$ cat src/rtl/ni_arbiter.sv
// N-master to 1-slave Native Interface arbiter: round-robin grant, one transaction
// in flight at a time, per-transaction response timeout with error reporting.
module ni_arbiter #(
  parameter int unsigned NUM_MASTERS    = 4,
  parameter int unsigned DATA_WIDTH     = 32,
  parameter int unsigned ADDR_WIDTH     = 16,
  parameter int unsigned TIMEOUT_CYCLES = 256,
  parameter logic [31:0] ERR_DATA       = 32'hDEAD_BEEF
) (
  input  logic                                clk,
  input  logic                                rst,
  input  logic [NUM_MASTERS-1:0]              m_wen,
  input  logic [NUM_MASTERS*ADDR_WIDTH-1:0]   m_waddr,
  input  logic [NUM_MASTERS*DATA_WIDTH-1:0]   m_wdata,
  output logic [NUM_MASTERS-1:0]              m_wack,
  input  logic [NUM_MASTERS-1:0]              m_ren,
  input  logic [NUM_MASTERS*ADDR_WIDTH-1:0]   m_raddr,
  output logic [NUM_MASTERS*DATA_WIDTH-1:0]   m_rdata,
  output logic [NUM_MASTERS-1:0]              m_rvalid,
  output logic                                s_wen,
  output logic [ADDR_WIDTH-1:0]               s_waddr,
  output logic [DATA_WIDTH-1:0]               s_wdata,
  input  logic                                s_wack,
  output logic                                s_ren,
  output logic [ADDR_WIDTH-1:0]               s_raddr,
  input  logic [DATA_WIDTH-1:0]               s_rdata,
  input  logic                                s_rvalid,
  output logic                                busy,
  output logic [$clog2(NUM_MASTERS)-1:0]      grant_id,
  output logic                                timeout_err,
  output logic [15:0]                         timeout_cnt
);

  localparam int unsigned GW   = $clog2(NUM_MASTERS);
  localparam int unsigned TW   = (TIMEOUT_CYCLES > 1) ? $clog2(TIMEOUT_CYCLES) : 1;
  localparam int unsigned TLIM = (TIMEOUT_CYCLES > 0) ? TIMEOUT_CYCLES - 1 : 0;
  localparam logic [DATA_WIDTH-1:0] ERR_WORD = DATA_WIDTH'(ERR_DATA);

  typedef enum logic [1:0] {IDLE, WRITE, READ, DONE} state_t;

  state_t          state, state_n;
  logic [GW-1:0]   rr;
  logic [GW-1:0]   rr_next;
  logic [GW-1:0]   sel;
  logic [GW-1:0]   lane;
  logic            found;
  logic [NUM_MASTERS-1:0] req;
  logic [TW-1:0]   tcnt;
  logic            tmo_hit;
  logic            tmo_fire;
  int unsigned     idx;

  always_ff @(posedge clk or posedge rst) begin
    if (rst) state <= IDLE;
    else     state <= state_n;
  end

  always_comb begin
    req     = m_wen | m_ren;
    found   = 1'b0;
    sel     = '0;
    lane    = '0;
    idx     = 0;
    // Round-robin search: first requester at or after rr, wrapping around.
    for (int unsigned k = 0; k < NUM_MASTERS; k++) begin
      idx = 32'(rr) + k;
      if (idx >= NUM_MASTERS) idx = idx - NUM_MASTERS;
      lane = GW'(idx);
      if (!found && req[lane]) begin
        found = 1'b1;
        sel   = lane;
      end
    end

    tmo_hit  = (TIMEOUT_CYCLES != 0) && (tcnt == TW'(TLIM));
    // A response on the timeout edge wins and completes normally.
    tmo_fire = tmo_hit && (((state == WRITE) && !s_wack) || ((state == READ) && !s_rvalid));
    rr_next  = (grant_id == GW'(NUM_MASTERS - 1)) ? '0 : grant_id + 1'b1;

    state_n = state;
    case (state)
      IDLE:    if (found) state_n = m_wen[sel] ? WRITE : READ;
      WRITE:   if (s_wack || tmo_hit) state_n = DONE;
      READ:    if (s_rvalid || tmo_hit) state_n = DONE;
      DONE:    state_n = IDLE;
      default: state_n = IDLE;
    endcase
  end

  always_ff @(posedge clk or posedge rst) begin
    if (rst) begin
      rr          <= '0;
      grant_id    <= '0;
      busy        <= 1'b0;
      tcnt        <= '0;
      s_wen       <= 1'b0;
      s_waddr     <= '0;
      s_wdata     <= '0;
      s_ren       <= 1'b0;
      s_raddr     <= '0;
      m_wack      <= '0;
      m_rvalid    <= '0;
      m_rdata     <= '0;
      timeout_err <= 1'b0;
      timeout_cnt <= '0;
    end else begin
      timeout_err <= 1'b0;
      if (tmo_fire) begin
        timeout_err <= 1'b1;
        if (timeout_cnt != '1) timeout_cnt <= timeout_cnt + 1'b1;
      end
      case (state)
        IDLE: begin
          if (found) begin
            grant_id <= sel;
            busy     <= 1'b1;
            tcnt     <= '0;
            if (m_wen[sel]) begin
              s_wen   <= 1'b1;
              s_waddr <= m_waddr[sel*ADDR_WIDTH +: ADDR_WIDTH];
              s_wdata <= m_wdata[sel*DATA_WIDTH +: DATA_WIDTH];
            end else begin
              s_ren   <= 1'b1;
              s_raddr <= m_raddr[sel*ADDR_WIDTH +: ADDR_WIDTH];
            end
          end
        end
        WRITE: begin
          tcnt <= tcnt + 1'b1;
          if (s_wack || tmo_hit) begin
            s_wen            <= 1'b0;
            m_wack[grant_id] <= 1'b1;
          end
        end
        READ: begin
          tcnt <= tcnt + 1'b1;
          if (s_rvalid || tmo_hit) begin
            s_ren              <= 1'b0;
            m_rvalid[grant_id] <= 1'b1;
            m_rdata[grant_id*DATA_WIDTH +: DATA_WIDTH] <= s_rvalid ? s_rdata : ERR_WORD;
          end
        end
        DONE: begin
          m_wack   <= '0;
          m_rvalid <= '0;
          busy     <= 1'b0;
          rr       <= rr_next;
        end
        default: ;
      endcase
    end
  end

endmodule

$ cat config.mk
export PLATFORM = sky130hd
export DESIGN_NAME = ni_arbiter
export DESIGN_NICKNAME = d
export VERILOG_FILES = /design/src/rtl/ni_arbiter.sv
export SDC_FILE = /design/constraint.sdc
export NUM_CORES = 1
export LEC_CHECK = 0
export CORE_MARGIN = 10
export CORE_UTILIZATION = 29
export DETAILED_ROUTE_END_ITERATION = 7
export HOLD_SLACK_MARGIN = 0.1
export PLACE_DENSITY_LB_ADDON = 0.3
export SLEW_MARGIN = 10
export SYNTH_ARGS = -nofsm -noshare
export SYNTH_HDL_FRONTEND = slang
export SYNTH_SLANG_ARGS = --single-unit
$ cat constraint.sdc
create_clock -name clk -period 19 [get_ports clk]
set_clock_uncertainty 0.2 [all_clocks]
set_input_delay 1.9 -clock clk [delete_from_list [all_inputs] [get_ports clk]]
set_output_delay 1.9 -clock clk [all_outputs]
set_load 0.05 [all_outputs]
==> metrics.cfg, run 1 <==
[run_status]
status=finished clean

[cells_and_area]
layout.nets=1861
fill_cells=3710
drive_gt1_share_pct=8.55
syn2layout_area_growth_pct=55.6

[sta]
setup_violations=0
min_period_ns=5.65
worst_pin_slew_ns=1.10
slew_violations=0
fin_crit_sh_pct=29.7
fin_setup_tns_ns=0
rsz0062_at_grt=no
final.setup.worst_slack_ns=13.35
finalHoldViolations=0
maxSlewHeadroom_pct=26.5
max_freq_mhz=177

[die]
start_util_pct=29.5
die_area_um2=49000
die_h_um=221
die_w_um=221
row_count=73
io_pins=522
core-area_um2=39900

[synth]
syn_inst=1059
synth_edf_count=0
synth_common_cells=dfrtp_1 (234), mux2i_1 (192), nand2_1 (154)
syn_area_um2=11800
synth_seq_cells=234
netlist_top_cells_area=dfrtp_1 (50%), mux2i_1 (16%), o31ai_1 (8.2%)
syn-num-nets=1373
synth.avg_cell_area_um2=11.1
synth_warnings=0
netlist-cell-type-count=50
ys.flop_type=dfrtp_1
seq_area_frac_synth_pct=49.8
async_reset_ff_share_pct=100
synth_top_area_cell=dfrtp_1
synth.most_common_cell=dfrtp_1
yosysTopAreaCellShare_pct=49.8

[setup_path]
endpoint_kind=flop
worstPathArrival_ns=5.86
crit_fanout=49
r2r_cells=8
r2r-end=s_wdata[0]
crit_required_ns=19.21
r2r-start=rr[1]
setup.worst_path.class=primary input to flop
start_kind=primary input
rrSetupSlack_ns=14.71

[clocking]
cts-buffers-inserted=27
clkSlewWorstSetupHoldPaths_ns=0.06
postCtsSetupBuffers=0
cts_tree=done
cts-resized-gates=0
cts-root-buf=clkbuf_16
ctsHoldBuffers=0
clk_path_buf_depth=3
h-tree-depth=1
clock-sinks=234
clock_latency_ns=0.54

[grt]
grt_pass1_wl_um=71100
overflow=0
grt_max_degree=90
grt_pass1_vias=10981
antenna_found_initial=3
grtUsageTotal_pct=18.1

[placement]
post-dp-hpwl_um=36400
pre_cts_slack_ns=12.83
globalplace.congestion=0.860
port_buffers=521

[routing]
drt-total-wl_um=46900
wire_per_inst_um=22.4
drc_errors=0
drt-pass1-iter-count=5
drtAntennaViolNets=0
via_per_inst=4.92
dr_total_vias=10317
first_iter_violations=734

[min_path]
hold_class=flop to flop
hp-start=m_rdata[15]
hold_end=m_rdata[15]
whs_path_depth=2

[power]
internal-power_mw=1.69
power.switching_mw=1.54
irDropWorstVdd_mv=0.0856
leakagePower_nw=7.93
clkPwrFrac_pct=16.1
comb_power_share_pct=58.8
switching_share_pct=47.7
pwr-share-seq_pct=25.1
power_density_nw_per_um2=177

[flow_run]
cap_violations=0

[per-layer routing]
metal / routed length (µm) / GRT usage, %
met4: 1040 / 4.47
met3: 3760 / 5.34
met5: 15 / 0
met1: 19100 / 21.8
met2: 23000 / 31.1
[power by group through the flow]
stage | combinational, mW | clock, mW | sequential [mW]
2_1_floorplan | 0.659 | 0 | 1.42
3_3_place_gp | 1.90 | 0 | 0.810
3_5_place_dp | 1.92 | 0 | 0.816
4_1_cts | 1.92 | 0.537 | 0.812
5_1_grt | 2.01 | 0.559 | 0.836
6_report | 1.90 | 0.521 | 0.811
[layout make-up]
class | instances | area [µm²] | share of cell area [%]
diodes | 2 | 5.00 | 0.0274
repair buffers | 537 | 5340 | 29.2
well taps | 525 | 657 | 3.59
multi-input cells | 724 | 5470 | 29.9
inverters | 23 | 93.8 | 0.513
clock inverters | 10 | 113 | 0.615
flip-flops and latches | 234 | 5860 | 32.0
clock buffers | 40 | 774 | 4.23
[worst max path at each step]
stage	from	end	slack (ns)	cells after the start
final	m_wen[2]	s_wdata[0]	13.35	9
after global routing	m_wen[2]	s_wdata[0]	13.11	9
after CTS	m_wen[2]	s_wdata[0]	13.39	9
after detailed placement	m_wen[2]	s_wdata[0]	12.83	9
after global placement	m_wen[2]	s_waddr[2]	12.98	9
after floorplan	rst	busy	10.48	1
[layout by cell type (no fill, tap or decap), drive strengths merged, types with 4 or more instances in the layout]
cell type,n
o22ai,13
xnor2,6
clkdlybuf4s50,521
and3,4
nand3,6
a21oi,17
o21ai,13
o211ai,5
nand2,154
mux2i,192
or3,5
o31ai,129
xor2,12
nor3,6
clkinv,6
nand4,8
buf,16
inv,23
nor2,42
dfrtp,234
ha,14
clkbuf,40
mux2,67
[registers in the layout, summed over array words and instances, names as in the netlist, 4 cells and up]
| signal | flops |
|---|---|
| m_rdata | 128 |
| s_wdata | 32 |
| s_raddr | 16 |
| s_waddr | 16 |
| timeout_cnt | 16 |
| tcnt | 8 |
| m_rvalid | 4 |
| m_wack | 4 |
[critical path: stages]
cell	delay (ns)
clkdlybuf4s50_1	0.57
nor2_1	0.11
a211oi_1	0.37
a211o_4	0.52
buf_4	0.74
buf_4	0.81
mux2i_1	0.29
mux2i_1	0.12
mux2_2	0.31
[stage by stage]
stage	total power [mW]	instance area [µm²]	instances	hold slack [ns]	utilization (%)
5_1_grt	3.40	18300	2095	0.295	45.8
2_1_floorplan	2.08	11800	1059	0.260	-
6_report	3.23	18300	2095	0.271	45.8
3_5_place_dp	2.73	17400	2043	0.265	43.6
4_1_cts	3.27	18300	2093	0.278	45.8
3_3_place_gp	2.71	17400	2043	0.258	43.6
[cell families (layout without fill, tap and decap cells)]
group,after synthesis,after routing,synth area share [%]
buffers and inverters,101,610,3.98
muxes,259,259,23.0
other,0,2,0
AOI/OAI and AO/OA,194,194,11.8
adders and majority gates,14,14,1.49
and+or+nand+nor,239,239,8.53
DFF,234,234,49.8
xor gates and xnor gates,18,18,1.34
(Power assumes the default switching activity.)
==> run 2: changes to the inputs <==
Clock period 19 ns to 5.1 ns, I/O delays scaled along.
==> run 2 against run 1 <==
Final cell count decreased by 0.24%. Worst hold slack better by 0.0024 ns. Power grew to 3.7 times the previous value. Critical endpoint is now s_raddr[15]. Sequential power grew to 3.7 times the previous value. Global-route usage shrank 0.49 points. Utilization rose by 0.12 points. Clock-buffer cell count is 5 lower. Sequential share of layout area down 0.081 points. Design area up 0.25%. Critical path depth fell by 3. Clock power grew to 3.7 times the previous value. First-iteration DRC count increased by 12%. Largest power group unchanged.
==> metrics.cfg, run 2 (synthesis gave the netlist of run 1 again) <==
[run_status]
status=finished clean

[clocking]
cts-resized-gates=0  ; unchanged
clkSlewWorstSetupHoldPaths_ns=0.06  ; about the same
clock-sinks=234  ; unchanged
clk_path_buf_depth=3  ; unchanged
ctsHoldBuffers=0  ; unchanged
cts-buffers-inserted=27  ; unchanged
postCtsSetupBuffers=0  ; unchanged
cts-root-buf=clkbuf_16
h-tree-depth=1  ; unchanged
cts_tree=done
clock_latency_ns=0.53  ; about the same

[power]
irDropWorstVdd_mv=0.423  ; +390%
leakagePower_nw=7.96  ; +0.34%
power_density_nw_per_um2=657  ; +270%
power.switching_mw=5.72  ; +270%
clkPwrFrac_pct=15.9  ; -0.2 points
internal-power_mw=6.33  ; +270%
comb_power_share_pct=59.1  ; +0.3 points
pwr-share-seq_pct=25.0  ; about the same
switching_share_pct=47.5  ; -0.22 points

[grt]
grt_pass1_wl_um=68900  ; -3.0%
overflow=0  ; unchanged
gr-usage-met2_pct=31.2  ; +0.12 points
grt_max_degree=142  ; +58%
grtUsageTotal_pct=17.7  ; -0.49 points
grt_pass1_vias=10665  ; -2.9%
use_met3_pct=5.64  ; +0.30 points
grt-busiest-layer=met2
antenna_found_initial=0  ; -3
use_met1_pct=20.9  ; -0.95 points

[flow_run]
cap_violations=0  ; unchanged

[die]
die_w_um=221  ; unchanged
core-area_um2=39900  ; unchanged
die_h_um=221  ; unchanged
start_util_pct=29.5  ; unchanged
io_pins=522  ; unchanged
row_count=73  ; unchanged
die_area_um2=49000  ; unchanged

[sta]
setup_violations=0  ; unchanged
slew_violations=0  ; unchanged
maxSlewHeadroom_pct=25.8  ; -0.78 points
fin_setup_tns_ns=0  ; unchanged
min_period_ns=3.33
holdWs_ns=0.274  ; +0.00244 ns
max_freq_mhz=300
worst_pin_slew_ns=1.11  ; +0.00929 ns
final.setup.worst_slack_ns=1.77  ; -11.58 ns
finalHoldViolations=0  ; unchanged
rsz0062_at_grt=no
fin_crit_sh_pct=65.3

[routing]
wire_per_inst_um=21.9  ; -2.4%
drc_errors=0  ; unchanged
drt-total-wl_um=45700  ; -2.6%
first_iter_violations=824  ; +12%
drt-pass1-iter-count=5  ; unchanged
via_per_inst=4.87  ; -1.0%
drtAntennaViolNets=0  ; unchanged
dr_total_vias=10188  ; -1.3%

[cells_and_area]
multi_input_area_um2=5470  ; unchanged
largest-register=m_rdata
largest_registers=m_rdata x128, s_wdata x32
fill_cells=3748  ; +1.0%
diodes=0  ; -2
syn2layout_area_growth_pct=55.9
final_cell_count_no_fill=2090  ; -0.24%
final_common_cell=clkdlybuf4s50_1
largest_register_ffs=128  ; unchanged
drive_gt1_share_pct=8.56  ; +0.016 points
layout.nets=1863  ; +0.11%
seq_area_um2=5860  ; unchanged
final_cell_mix=clkdlybuf4s50_1 (521), dfrtp_1 (234), mux2i_1 (192)
finish.utilization_pct=46.0  ; +0.12 points

[placement]
pre_cts_slack_ns=1.25  ; -11.58 ns
numPlacedInstances=2045  ; +0.098%
post-dp-hpwl_um=35600  ; -2.4%
port_buffers=521  ; unchanged
globalplace.congestion=0.823  ; -4.3%

[setup_path]
setup.worst_path.class=flop to flop
crit_required_ns=5.31  ; -13.90 ns
crit_fanout=41  ; -16%
worstPathArrival_ns=3.54  ; -2.32 ns
endpoint_kind=flop
start_kind=flop

[min_path]
hold_class=flop to flop

## run 2: changes by cell type in the layout (fill, tap and decap cells not counted)
cell / previous run / this run
clkinv_4: 1 / 0
buf_4: 16 / 13
clkinvlp_4: 2 / 1
clkbuf_8: 5 / 3
clkinv_2: 4 / 6
clkbuf_1: 8 / 5
bufinv_16: 2 / 3
buf_12: 0 / 5
diode_2: 2 / 0
inv_8: 1 / 0
## run 2: final cells by class
class                      instances  share of cell area [%]
clock inverter                    10                   0.702
inverter                          23                   0.491
timing repair buffer             539                    29.5
sequential                       234                    31.9
tap                              525                    3.58
multi-input combinational        724                    29.8
clock buffer                      35                    4.01
## run 2: power by group through the flow
stage,Clock [mW],Combinational [mW],Sequential (mW)
after floorplan,0,2.45,5.30
after global placement,0,7.13,3.01
after detailed placement,0,7.19,3.03
after CTS,1.98,7.20,3.02
after global routing,2.06,7.50,3.11
final,1.92,7.12,3.02
## run 2: worst max-delay path, cell delays in order, from the launching register on
cell and delay [ns]:
dfrtp_1 0.56, nor3_1 0.11, a211oi_1 0.36, a211o_4 0.58
nand4_1 0.32, a21oi_4 0.66, mux2_2 0.41
## run 2: final timing paths
path	from	end	slack [ns]	cells past startpoint
worst max-delay path	rr[1]	s_raddr[15]	1.77	6
worst min-delay path	m_rdata[43]	m_rdata[43]	0.27	2
worst max register to register	rr[1]	s_raddr[15]	1.77	6
worst min register to register	m_rdata[43]	m_rdata[43]	0.27	2
max in group asynchronous	rst	m_rdata[76]	3.67	3
min in group asynchronous	rst	timeout_cnt[10]	0.30	3
## run 2: metal layers
metal  vias up  share of wire (%)
li1       4797                  -
met1      4950                 40
met2       416                 51
met3        25                8.8
met4         0               0.85
met5         -                  0
## run 2: metrics by stage
step,total power [mW],area [µm²]
detailed placement,10.2,17500
floorplan,7.75,11800
CTS,12.2,18300
finish,12.1,18300
global route,12.7,18300
global placement,10.1,17500
